<file path="config.mk">
export PLATFORM = sky130hd
export DESIGN_NAME = ram_stream_reader_flat
export DESIGN_NICKNAME = d
export VERILOG_FILES = /design/src/rtl/ram_stream_reader_if.sv /design/src/rtl/ram_stream_reader.sv /design/src/flat_wrapper.sv
export SDC_FILE = /design/constraint.sdc
export NUM_CORES = 1
export LEC_CHECK = 0
export ABC_CLOCK_PERIOD_IN_PS = 4400
export CAP_MARGIN = 20
export CORE_ASPECT_RATIO = 0.5
export CORE_UTILIZATION = 50
export CTS_CLUSTER_DIAMETER = 60
export CTS_CLUSTER_SIZE = 8
export DETAILED_ROUTE_END_ITERATION = 10
export PLACE_DENSITY = 0.85
export RECOVER_POWER = 25
export SLEW_MARGIN = 30
export SYNTH_ARGS = -nofsm -noshare
export SYNTH_HDL_FRONTEND = slang
export SYNTH_SLANG_ARGS = --single-unit
</file>
<file path="constraint.sdc">
create_clock -name clk_i -period 4.4 [get_ports clk_i]
set_input_delay 0.88 -clock clk_i [delete_from_list [all_inputs] [get_ports clk_i]]
set_output_delay 0.88 -clock clk_i [all_outputs]
set_load 0.03 [all_outputs]
</file>
<file path="src/rtl/ram_stream_reader_if.sv">
// ram_stream_reader_if: bundles the burst-control, RAM port-B and output-stream
// signals of ram_stream_reader.
//   start/base_addr/length : burst request (driver -> reader)
//   busy/done              : burst status (reader -> driver)
//   ram_address/ram_rden   : port-B read request (reader -> RAM)
//   ram_rdata              : port-B read data, one cycle after ram_rden
//   out_data/out_valid     : stream word (reader -> consumer)
//   out_ready              : consumer accept
// slave = the reader, master = its environment.
interface ram_stream_reader_if #(
    parameter int ADDR_W = 10,
    parameter int DATA_W = 32
);
    logic              start;
    logic [ADDR_W-1:0] base_addr;
    logic [ADDR_W:0]   length;
    logic              busy;
    logic              done;
    logic [ADDR_W-1:0] ram_address;
    logic              ram_rden;
    logic [DATA_W-1:0] ram_rdata;
    logic [DATA_W-1:0] out_data;
    logic              out_valid;
    logic              out_ready;

    modport slave (
        input  start, base_addr, length, ram_rdata, out_ready,
        output busy, done, ram_address, ram_rden, out_data, out_valid
    );

    modport master (
        output start, base_addr, length, ram_rdata, out_ready,
        input  busy, done, ram_address, ram_rden, out_data, out_valid
    );
endinterface

</file>
<file path="src/rtl/ram_stream_reader.sv">
// ram_stream_reader: reads a burst of `length` words from a 1-cycle-latency RAM
// port starting at base_addr (wrapping modulo 2**ADDR_W) and streams them out
// through a 2-entry FIFO with valid/ready flow control.
//   clk_i : rising-edge clock
//   rst_i : asynchronous active-high reset
//   bus   : ram_stream_reader_if.slave (request, status, RAM port B, stream)
module ram_stream_reader #(
    parameter int ADDR_W = 10,
    parameter int DATA_W = 32
) (
    input  logic                 clk_i,
    input  logic                 rst_i,
    ram_stream_reader_if.slave   bus
);
    typedef enum logic [1:0] {IDLE, READ, DRAIN} state_t;

    state_t            state_q;
    logic [ADDR_W:0]   rem_q;       // reads still to issue
    logic [ADDR_W-1:0] addr_q;      // next read address
    logic              inflight_q;  // a read was issued last cycle
    logic [1:0]        cnt_q;       // FIFO occupancy 0..2
    logic              wr_ptr_q;
    logic              rd_ptr_q;
    logic [DATA_W-1:0] mem_q [2];

    logic       pop;
    logic       rden;
    logic       done;
    logic [2:0] occ;

    // A read may issue only if the word it returns is guaranteed a FIFO slot:
    // count words already buffered or on their way, minus the one leaving now.
    always_comb begin
        pop  = (cnt_q != 2'd0) && bus.out_ready;
        occ  = 3'(cnt_q) + 3'(inflight_q) - 3'(pop);
        rden = (state_q == READ) && (occ < 3'd2);
        done = (state_q == DRAIN) && (cnt_q == 2'd0) && !inflight_q;
    end

    assign bus.ram_rden    = rden;
    assign bus.ram_address = addr_q;
    assign bus.done        = done;
    assign bus.busy        = (state_q != IDLE);
    assign bus.out_valid   = (cnt_q != 2'd0);
    assign bus.out_data    = mem_q[rd_ptr_q];

    always_ff @(posedge clk_i or posedge rst_i) begin
        if (rst_i) begin
            state_q    <= IDLE;
            rem_q      <= '0;
            addr_q     <= '0;
            inflight_q <= 1'b0;
            cnt_q      <= 2'd0;
            wr_ptr_q   <= 1'b0;
            rd_ptr_q   <= 1'b0;
            mem_q[0]   <= '0;
            mem_q[1]   <= '0;
        end else begin
            inflight_q <= rden;

            // Returned word lands in the FIFO the cycle after its read.
            if (inflight_q) begin
                mem_q[wr_ptr_q] <= bus.ram_rdata;
                wr_ptr_q        <= ~wr_ptr_q;
            end
            if (pop) rd_ptr_q <= ~rd_ptr_q;
            cnt_q <= cnt_q + 2'(inflight_q) - 2'(pop);

            if (rden) addr_q <= addr_q + 1'b1;

            case (state_q)
                IDLE: begin
                    if (bus.start) begin
                        addr_q  <= bus.base_addr;
                        rem_q   <= bus.length;
                        state_q <= (bus.length == '0) ? DRAIN : READ;
                    end
                end
                READ: begin
                    if (rden) begin
                        rem_q <= rem_q - 1'b1;
                        if (rem_q == {{ADDR_W{1'b0}}, 1'b1}) state_q <= DRAIN;
                    end
                end
                DRAIN: begin
                    if (done) state_q <= IDLE;
                end
                default: state_q <= IDLE;
            endcase
        end
    end
endmodule

</file>
<file path="src/flat_wrapper.sv">
// flat-port wrapper written by rule: the top's interface ports become plain ports
module ram_stream_reader_flat 
#(
    parameter int ADDR_W = 10,
    parameter int DATA_W = 32
)
  (clk_i, rst_i, bus_start, bus_base_addr, bus_length, bus_ram_rdata, bus_out_ready, bus_busy, bus_done, bus_ram_address, bus_ram_rden, bus_out_data, bus_out_valid);
  ram_stream_reader_if #(.ADDR_W(ADDR_W), .DATA_W(DATA_W)) bus_i ();
  input  logic clk_i;
  input  logic rst_i;
  input wire logic [$bits(bus_i.start)-1:0] bus_start;
  input wire logic [$bits(bus_i.base_addr)-1:0] bus_base_addr;
  input wire logic [$bits(bus_i.length)-1:0] bus_length;
  input wire logic [$bits(bus_i.ram_rdata)-1:0] bus_ram_rdata;
  input wire logic [$bits(bus_i.out_ready)-1:0] bus_out_ready;
  output wire logic [$bits(bus_i.busy)-1:0] bus_busy;
  output wire logic [$bits(bus_i.done)-1:0] bus_done;
  output wire logic [$bits(bus_i.ram_address)-1:0] bus_ram_address;
  output wire logic [$bits(bus_i.ram_rden)-1:0] bus_ram_rden;
  output wire logic [$bits(bus_i.out_data)-1:0] bus_out_data;
  output wire logic [$bits(bus_i.out_valid)-1:0] bus_out_valid;
  assign bus_i.start = bus_start;
  assign bus_i.base_addr = bus_base_addr;
  assign bus_i.length = bus_length;
  assign bus_i.ram_rdata = bus_ram_rdata;
  assign bus_i.out_ready = bus_out_ready;
  assign bus_busy = bus_i.busy;
  assign bus_done = bus_i.done;
  assign bus_ram_address = bus_i.ram_address;
  assign bus_ram_rden = bus_i.ram_rden;
  assign bus_out_data = bus_i.out_data;
  assign bus_out_valid = bus_i.out_valid;
  ram_stream_reader #(.ADDR_W(ADDR_W), .DATA_W(DATA_W)) u_core (.clk_i(clk_i), .rst_i(rst_i), .bus(bus_i));
endmodule
</file>
==> results.ini <==
[power]
power_density_mw_per_mm2=877
p_leak_uw=0.00236
power.total_uw=5120
peakVddDrop_v=0.000451

[sta]
report.final.hold_viol_count=0
period_share_pct=94.5
rsz0062_at_grt=false
fin_skew_ns=0.00480
setup-violations-final=0
clock.fmax_mhz=240
tightest_slew_ns=2.12
maxSlewHeadroom_pct=-42.3
tns_ns=0
period_needed_ns=4.16
drv_slew=80

[setup_path]
start_kind=input pin
critPathArrivalTime_ns=3.28
slowest_stage=fa_1
cp_max_fo=6
max_stage_delay_ns=0.54
required_ns=3.52
path_class=in2out
crit_path_end_kind=output port
crit_chain=clkdlybuf4s50_1, and2_0, ha_1, inv_1, ha_1, fa_1, or3b_1, nor2_1, buf_4
path_common_cell=ha_1

[synth]
ys.warnings.count=0
synth-async-reset-ratio_pct=100
synth_enable_flop_cells=0
synth-main-ff-cell=dfrtp_1
netlist_area_mm2=0.00438
syn_nets=418
synth-seq-cells=92
syn_inst=355
synth.avg_cell_area_um2=12.3
synth.distinct_cells=47
ys_seq_area_share_pct=52.6

[die]
fp.dieW_um=134
rows=23
die-area_mm2=0.00916
ioPinCount=103
dieHeight_um=68.2
start_util_pct=53.2
core_area_mm2=0.00823

[placement]
placed_cells=560
dpl.hpwl_um=6380
gp_congestion=0.804
port_buffers=102

[detailed_routing]
drt_pre_antenna_iters=4
ant_nets=0
routedWlPerCell_um=16.1
via_per_inst=5.42
drc=0
wl_um=9250
drt_iter0_markers=132
vias=3120

[finish]
drive_gt1_share_pct=27.2
diodes=0
area_growth_pct=33.2
stdcell_count=576
layout.nets=522
multi_input_area_mm2=0.00198
fillers=605
ff_latch_area_mm2=0.00230

[clock_network]
clk_transition_reported_paths_ns=0.06
numCtsBuffers=9
cts_resized=0
cts_hold_buf=0
cts_max_level=3
post_cts_buffers=0
clockBufferDepth=2
clock_latency_ns=0.33
cts_tree=done
root_buffer=clkbuf_16
clkSinkCount=92

[outcome]
status=complete, but fails checks
violations=capacitance limit, slew limit

[global_routing]
grt_max_degree=47
grt-ovfl-total=0
first_global_vias=3121
grt_use_total_pct=21.7
grt_pass1_wl_um=15000
antenna_found_initial=0

[flow_run]
max_cap_viol_count=2

[worst_hold_path]
hold_class=reg2reg

[cell usage after synthesis (2+ instances only)]
library cell,n,share of area (%)
or2_2,3,0.43
dfrtp_1,92,53
o21ai_0,19,2.2
a41oi_1,2,0.40
xnor2_1,5,1.0
o21ai_1,3,0.34
mux2_1,2,0.51
nand4b_1,2,0.40
or3_1,3,0.43
nand3_1,6,0.69
nor2_1,16,1.4
clkbuf_1,11,0.94
nor3b_1,2,0.34
o22a_1,4,0.80
a21oi_1,9,1.0
nor3_1,6,0.69
mux2i_1,2,0.46
o2bb2ai_1,2,0.40
nand2_1,15,1.3
a22oi_1,4,0.69
inv_1,7,0.60
ha_1,5,1.4
nor4_1,5,0.71
and3_1,2,0.29
mux2_2,94,24
xor2_1,5,1.0
a31oi_1,2,0.29
buf_1,6,0.51
nand2b_1,3,0.43
[placed cells by master (no fill, tap or decap), types with 6 or more instances in the layout]
cell type        netlist  final
clkbuf_16              0      9
o21ai_0               19     19
dfrtp_1               92     92
inv_1                  7      6
a21oi_1                9      9
mux2_2                94     94
nor2_1                16     16
nand2_1               15     15
nand3_1                6      6
nor3_1                 6      6
buf_4                  0      9
clkdlybuf4s50_1        0    100
[area by class of cell]
type / instances / area share, %
sequential: 92 / 39.4
clock buffer: 9 / 3.86
inverter: 7 / 0.472
tap: 112 / 2.40
timing repair buffer: 111 / 18.5
clock inverter: 7 / 1.31
multi-input combinational: 238 / 34.0
[through the flow]
| stage | util, % | setup slack [ns] | hold WS [ns] | instance area (µm²) |
|---|---|---|---|---|
| final | 70.9 | 0.242 | 0.479 | 5840 |
| after global routing | 70.9 | 0.125 | 0.509 | 5840 |
| after CTS | 71.0 | 0.269 | 0.485 | 5840 |
| after detailed placement | 67.3 | 0.279 | 0.472 | 5540 |
| after global placement | 67.3 | 0.298 | 0.468 | 5540 |
| after floorplan | - | 0.490 | 0.454 | 4380 |
[worst max-delay path: cells and delay by family]
family        cells  cell delay, ns
simple gates      3            0.77
fa+ha+maj         3            1.01
buf+inv           3            0.62
[power breakdown]
group	internal (µW)	switching [µW]
Clock	443	326
Sequential	1280	285
Combinational	1350	1440
Total	3070	2050
[metal layers]
metal	GRT usage (%)	part of all wire (%)	wire [µm]
met5	0	0	0
met4	7.58	1.1	99
met3	4.81	3.3	306
met2	37.9	50	4610
met1	27.3	46	4240
[cell families (layout without fill, tap and decap cells)]
family	after synthesis	after routing	share of synthesized area [%]
mux	98	98	25.1
buf+inv	25	134	2.17
compound gates	51	51	7.23
fa+ha+maj	6	6	1.89
xor+xnor	10	10	2.00
flops	92	92	52.6
simple gates	73	73	9.03
[path summary, 6_finish.rpt]
| kind | from | to | slack (ns) | cells after the start |
|---|---|---|---|---|
| worst min-delay path | u_core.wr_ptr_q | u_core.wr_ptr_q | 0.48 | 1 |
| min in group asynchronous | rst_i | u_core.mem_q[30] | 1.55 | 2 |
| worst min register to register | u_core.wr_ptr_q | u_core.wr_ptr_q | 0.48 | 1 |
| worst max register to register | u_core.cnt_q[1] | u_core.bus.ram_address[7] | 0.93 | 10 |
| max in group asynchronous | rst_i | u_core.mem_q[61] | 1.73 | 3 |
| worst max-delay path | bus_out_ready | bus_ram_rden | 0.24 | 9 |
[registers in the layout, indices dropped and copies added, names as in the netlist]
| name | count |
|---|---|
| u_core.state_q | 2 |
| u_core.rem_q | 11 |
| u_core.rd_ptr_q | 1 |
| u_core.inflight_q | 1 |
| u_core.cnt_q | 2 |
| u_core.wr_ptr_q | 1 |
| u_core.bus.ram_address | 10 |
| u_core.mem_q | 64 |
No activity file was read; power rests on OpenSTA's default activity.
==> RTL change 1: new RTL, config.mk and constraints unchanged <==
`ADDR_W` is set to 10 in 3 places; all go to 8.
--- a/src/rtl/ram_stream_reader_if.sv
+++ b/src/rtl/ram_stream_reader_if.sv
@@ -8,7 +8,7 @@
 //   out_ready              : consumer accept
 // slave = the reader, master = its environment.
 interface ram_stream_reader_if #(
-    parameter int ADDR_W = 10,
+    parameter int ADDR_W = 8,
     parameter int DATA_W = 32
 );
     logic              start;
--- a/src/rtl/ram_stream_reader.sv
+++ b/src/rtl/ram_stream_reader.sv
@@ -5,7 +5,7 @@
 //   rst_i : asynchronous active-high reset
 //   bus   : ram_stream_reader_if.slave (request, status, RAM port B, stream)
 module ram_stream_reader #(
-    parameter int ADDR_W = 10,
+    parameter int ADDR_W = 8,
     parameter int DATA_W = 32
 ) (
     input  logic                 clk_i,
--- a/src/flat_wrapper.sv
+++ b/src/flat_wrapper.sv
@@ -1,7 +1,7 @@
 // flat-port wrapper written by rule: the top's interface ports become plain ports
 module ram_stream_reader_flat 
 #(
-    parameter int ADDR_W = 10,
+    parameter int ADDR_W = 8,
     parameter int DATA_W = 32
 )
   (clk_i, rst_i, bus_start, bus_base_addr, bus_length, bus_ram_rdata, bus_out_ready, bus_busy, bus_done, bus_ram_address, bus_ram_rden, bus_out_data, bus_out_valid);
Ports: changed (resized bus_base_addr, bus_length and bus_ram_address); port bits go from 103 to 97. No check against the original RTL was run, so the function may have changed too.
==> RTL change 1 against the unedited design <==
The run still ends with max-capacitance violations, max-slew violations left. Synthesized cell count shrank 8.2%. Global-route usage grew 1.3 points. Utilization shrank 2.2 points. Setup slack lost 0.018 ns. Combinational power shrank 4%. Power shrank 4.2%. Sequential cell count shrank 4. Design area shrank 5.8%. Wire length shrank 1.3%. Count of clock-buffer cells in the layout grew 4. Area after synthesis shrank 5.5%.
==> RTL change 1: results (changes against the unedited design) <==
outcome complete, but fails checks; violations in the final reports max-capacitance violations, max-slew violations; routed len/inst 16.9 µm (+5.5%); Biggest register u_core.mem_q; Syn Nets 385 (-7.9%); post-synthesis compound-gate area fraction 5.68% (-1.5 points); vias in the first global route 3,147 (+0.83%); R2R setup slack 1.26 ns (+0.33 ns); Port-buffer cells 96 (-5.9%); skew final 0.00381 ns (-0.000994 ns); synth top area cells dfrtp_1 53%, mux2_2 26%, o21ai_0 1.9%; static leakage 2.24 nW (-5.2%); max-slew violation count 66 (-18%); hpwl dp 6460 µm (+1.3%); # H-tree levels 3 (unchanged); fin cells 539 (-6.4%); vias 2,931 (-6.1%); ANT cells 0 (unchanged); fin nets 482 (-7.7%); Unique masters post-synth 44 (-6.4%); pin count of the biggest net entering global routing 63 (+34%); Post-Synth XOR/XNOR Area 2.12% (+0.12 points); capturing point of the worst reg2reg path u_core.state_q[1]$_DFFE_PP0P_; Global Route Usage Sum 23.0% (+1.3 points); multiplexer area fraction after synthesis 26.4% (+1.2 points); worst-margin pin slew 1.87 ns (-0.249 ns); DP Cell Count 524 (-6.4%); hold path start u_core.wr_ptr_q$_DFFE_PP0P_; pre-CTS setup slack 0.260 ns (-0.0189 ns); Iter 0 DRT Violations 114 (-14%); CTS root buffer clkbuf_16; Seq/Total Area, Yosys 53.2% (+0.63 points); crit path to bus_ram_rden; Cells after Synth 326 (-8.2%); R2R cell count 11 (+1); most frequent cells after synthesis 94 x mux2_2, 88 x dfrtp_1, 16 x o21ai_0; Final min period 4.18 ns (+0.0180 ns); Main synth FF type dfrtp_1; Post-Synth Adder-Cell Area 1.99% (+0.11 points); # DRC 0 (unchanged); post-cts resize count 0 (unchanged); max-cap violation count 2 (unchanged); Peak VDD IR 404 µV (-10%); CP max FO 4 (-2); P_sw 0.00198 W (-3.3%); first-pass GRT wire length 15,000 µm (-0.28%); GPL Wtd Cong 0.844 (+5.0%); crit path launch bus_out_ready; share of layout cells above drive strength 1 28.6% (+1.4 points)
==> RTL change 1: changes by cell type in the layout (fill, tap and decap cells not counted), sizes merged, moves of 3 or more <==
cell           before  now
buf                 9    6
o22a                4    1
clkinv              3    0
dfrtp              92   88
o21ai              22   17
nor2               16    6
clkdlybuf4s50     100   94
clkbuf             10   15
or3                 4    1
==> RTL change 1: routing by layer <==
layer,routed length [µm],vias to the layer above,track usage (%)
li1,-,1365,-
met1,3620,1471,25.1
met2,4950,77,42.9
met3,414,18,6.47
met4,149,0,7.90
met5,0,-,0
==> RTL change 1: through the flow <==
| step | utilization, % | area [µm²] | total power, W |
|---|---|---|---|
| final | 68.7 | 5500 | 0.00491 |
| after floorplan | - | 4140 | 0.00327 |
| after global routing | 68.7 | 5500 | 0.00521 |
| after CTS | 68.8 | 5500 | 0.00493 |
| after detailed placement | 65.4 | 5230 | 0.00421 |
| after global placement | 65.4 | 5230 | 0.00408 |
==> RTL change 1: cell type report <==
cell class / count / area [µm²]
Sequential cell: 88 / 2200
Multi-Input combinational cell: 212 / 1840
Clock buffer: 13 / 260
Clock inverter: 2 / 15.0
Inverter: 9 / 35.0
Timing Repair Buffer: 103 / 1000
Tap cell: 112 / 140
Fill cell: 577 / 2500
==> RTL change 1: worst min-delay path by stage <==
stage / endpoint / slack (ns) / depth (start not counted)
2_1_floorplan: u_core.wr_ptr_q$_DFFE_PP0P_ / 0.45 / 1
3_3_place_gp: u_core.wr_ptr_q$_DFFE_PP0P_ / 0.47 / 1
3_5_place_dp: u_core.wr_ptr_q$_DFFE_PP0P_ / 0.48 / 1
4_1_cts: u_core.wr_ptr_q$_DFFE_PP0P_ / 0.49 / 1
5_1_grt: u_core.wr_ptr_q$_DFFE_PP0P_ / 0.50 / 1
6_report: u_core.wr_ptr_q$_DFFE_PP0P_ / 0.49 / 1
==> RTL change 1: worst max-delay path, cell delays in order <==
cell and delay [ns]:
clkdlybuf4s50_1 0.42, and2_1 0.17, ha_1 0.29, inv_1 0.05
ha_1 0.13, inv_1 0.05, fa_1 0.41, xnor2_1 0.37
nand3_1 0.23, inv_1 0.13, buf_4 0.17
==> RTL change 1: kinds of logic (layout without fill, tap and decap cells) <==
| group | count (synthesis) | in the layout |
|---|---|---|
| compound gates | 39 | 39 |
| xor+xnor | 10 | 10 |
| fa+ha+maj | 6 | 6 |
| buf+inv | 26 | 127 |
| flops | 88 | 88 |
| mux | 97 | 97 |
| simple gates | 60 | 60 |
==> RTL change 1: power by group through the flow <==
stage               clock (W)  sequential [W]  combinational [W]
floorplan                   0         0.00148            0.00179
global placement            0         0.00148            0.00260
detailed placement          0         0.00154            0.00268
CTS                  0.000721         0.00152            0.00269
global route         0.000757         0.00158            0.00287
finish               0.000708         0.00153            0.00267
==> RTL change 2: new RTL, same settings <==
Made on the original files. Make the reset (`rst_i`) synchronous in one clocked block. Comments in the files are not updated.
--- a/src/rtl/ram_stream_reader.sv
+++ b/src/rtl/ram_stream_reader.sv
@@ -44,7 +44,7 @@
     assign bus.out_valid   = (cnt_q != 2'd0);
     assign bus.out_data    = mem_q[rd_ptr_q];
 
-    always_ff @(posedge clk_i or posedge rst_i) begin
+    always_ff @(posedge clk_i) begin
         if (rst_i) begin
             state_q    <= IDLE;
             rem_q      <= '0;
Behaviour: differs if rst_i is asserted again (counterexample within 4 cycles, from zero or initial values and one cycle with rst_i high); with rst_i held inactive, the same outputs for 10 cycles.
==> RTL change 2 against the unedited design <==
The run still ends with max-capacitance violations, max-slew violations left. Setup slack better by 0.15 ns. Sequential cell count up 1. Final cell count grew 4.7%. Wire length increased by 0.74%. Design area is 0.66% higher. Area after synthesis increased by 2.2%. Largest cell class unchanged. Highest routed layer unchanged.
Power is not compared: it rests on default switching activity, and its combinational part moved more than twofold at a synthesized area within 25%.
==> RTL change 2: results (changes against the unedited design) <==
vias in the first global route 3,159 (+1.2%); Avg Cell Area, Syn 11.6 µm² (-6.3%); fin nets 549 (+5.2%); routed len/inst 15.4 µm (-3.8%); R2R setup slack 1.05 ns (+0.12 ns); hold path start u_core.rem_q[7]$_SDFFE_PP0P_; EDFF count, synth 64 (+64); DRT Pass-1 Iters 4 (unchanged); setup TNS 0 ns (unchanged); vias 3,268 (+4.7%); DP Cell Count 587 (+4.8%); post-synthesis async set-or-reset flop share 0% (-100 points); most frequent cells after synthesis 67 x and2_1, 64 x edfxtp_1, 32 x mux2_2; worst hold margin 0.488 ns (+0.00935 ns); CP max FO 4 (-2); P_int 0.00201 W; Skew-Pair Late Insertion Delay 0.33 ns (about the same); post-cts resize count 0 (unchanged); max-slew violation count 34 (-57%); skew final 0.00767 ns (+0.00286 ns); worst-margin pin slew 1.54 ns (-0.587 ns); Post-CTS Setup Bufs 0 (unchanged); synth top area cells edfxtp_1 43%, dfxtp_1 13%, and2_1 9.4%; hold depth 2 (+1); capturing point of the worst reg2reg path u_core.rem_q[3]$_SDFFE_PP0P_; share of layout cells above drive strength 1 13.6% (-14 points); Unique masters post-synth 53 (+13%); Global Route Usage Sum 20.7% (-1.0 points); clock buffer depth 2 (unchanged); pin count of the biggest net entering global routing 34 (-28%); violations in the final reports max-capacitance violations, max-slew violations; placed instance area 0.00561 mm² (+1.3%); max-cap violation count 1 (-1); first-pass GRT wire length 14,500 µm (-3.7%); Worst path slowest cell fa_1; f_max 249 MHz (+3.6%); FF-to-FF Start u_core.cnt_q[1]$_SDFF_PP0_; R2R cell count 11 (+1); outcome complete, but fails checks; Syn Nets 450 (+7.7%); hpwl dp 6020 µm (-5.7%); CP peak stage delay 0.48 ns (-0.06 ns); pre-CTS setup slack 0.383 ns (+0.104 ns); GPL Wtd Cong 0.831 (+3.3%); Port-buffer cells 102 (unchanged); Seq/Total Area, Yosys 55.9% (+3.3 points); DR vias/cell 5.42 (about the same); hold endpoint u_core.rem_q[7]$_SDFFE_PP0P_; Iter 0 DRT Violations 98 (-26%); Worst-path clk slew 0.06 ns (about the same); Final Hold Viols 0 (unchanged)
==> RTL change 2: metal layers <==
layer  track usage, %  routed length, µm
met3             5.19                381
met2             38.5               4790
met4             6.88                102
met1             23.8               4040
met5                0                  0
==> RTL change 2: critical path: cells and delay by family <==
family | cells | cell delay (ns)
AND/OR/NAND/NOR | 3 | 0.72
adder cells (fa/ha/maj) | 3 | 0.93
buffers and inverters | 3 | 0.59
==> RTL change 2: cell type report <==
type | instances | area [µm²]
clock buffers | 11 | 233
clock inverters | 5 | 51.3
fillers | 647 | 2470
inverters | 9 | 33.8
multi-input cells | 262 | 1840
flip-flops and latches | 93 | 2500
well taps | 112 | 140
repair buffers | 111 | 1080
==> RTL change 2: cell families after synthesis <==
kind of cell,Yosys count,share of synthesized area (%)
xor+xnor,7,1.54
simple gates,158,20.8
buf+inv,32,3.07
mux,32,8.05
fa+ha+maj,6,1.84
flops,93,55.9
compound gates,59,8.80
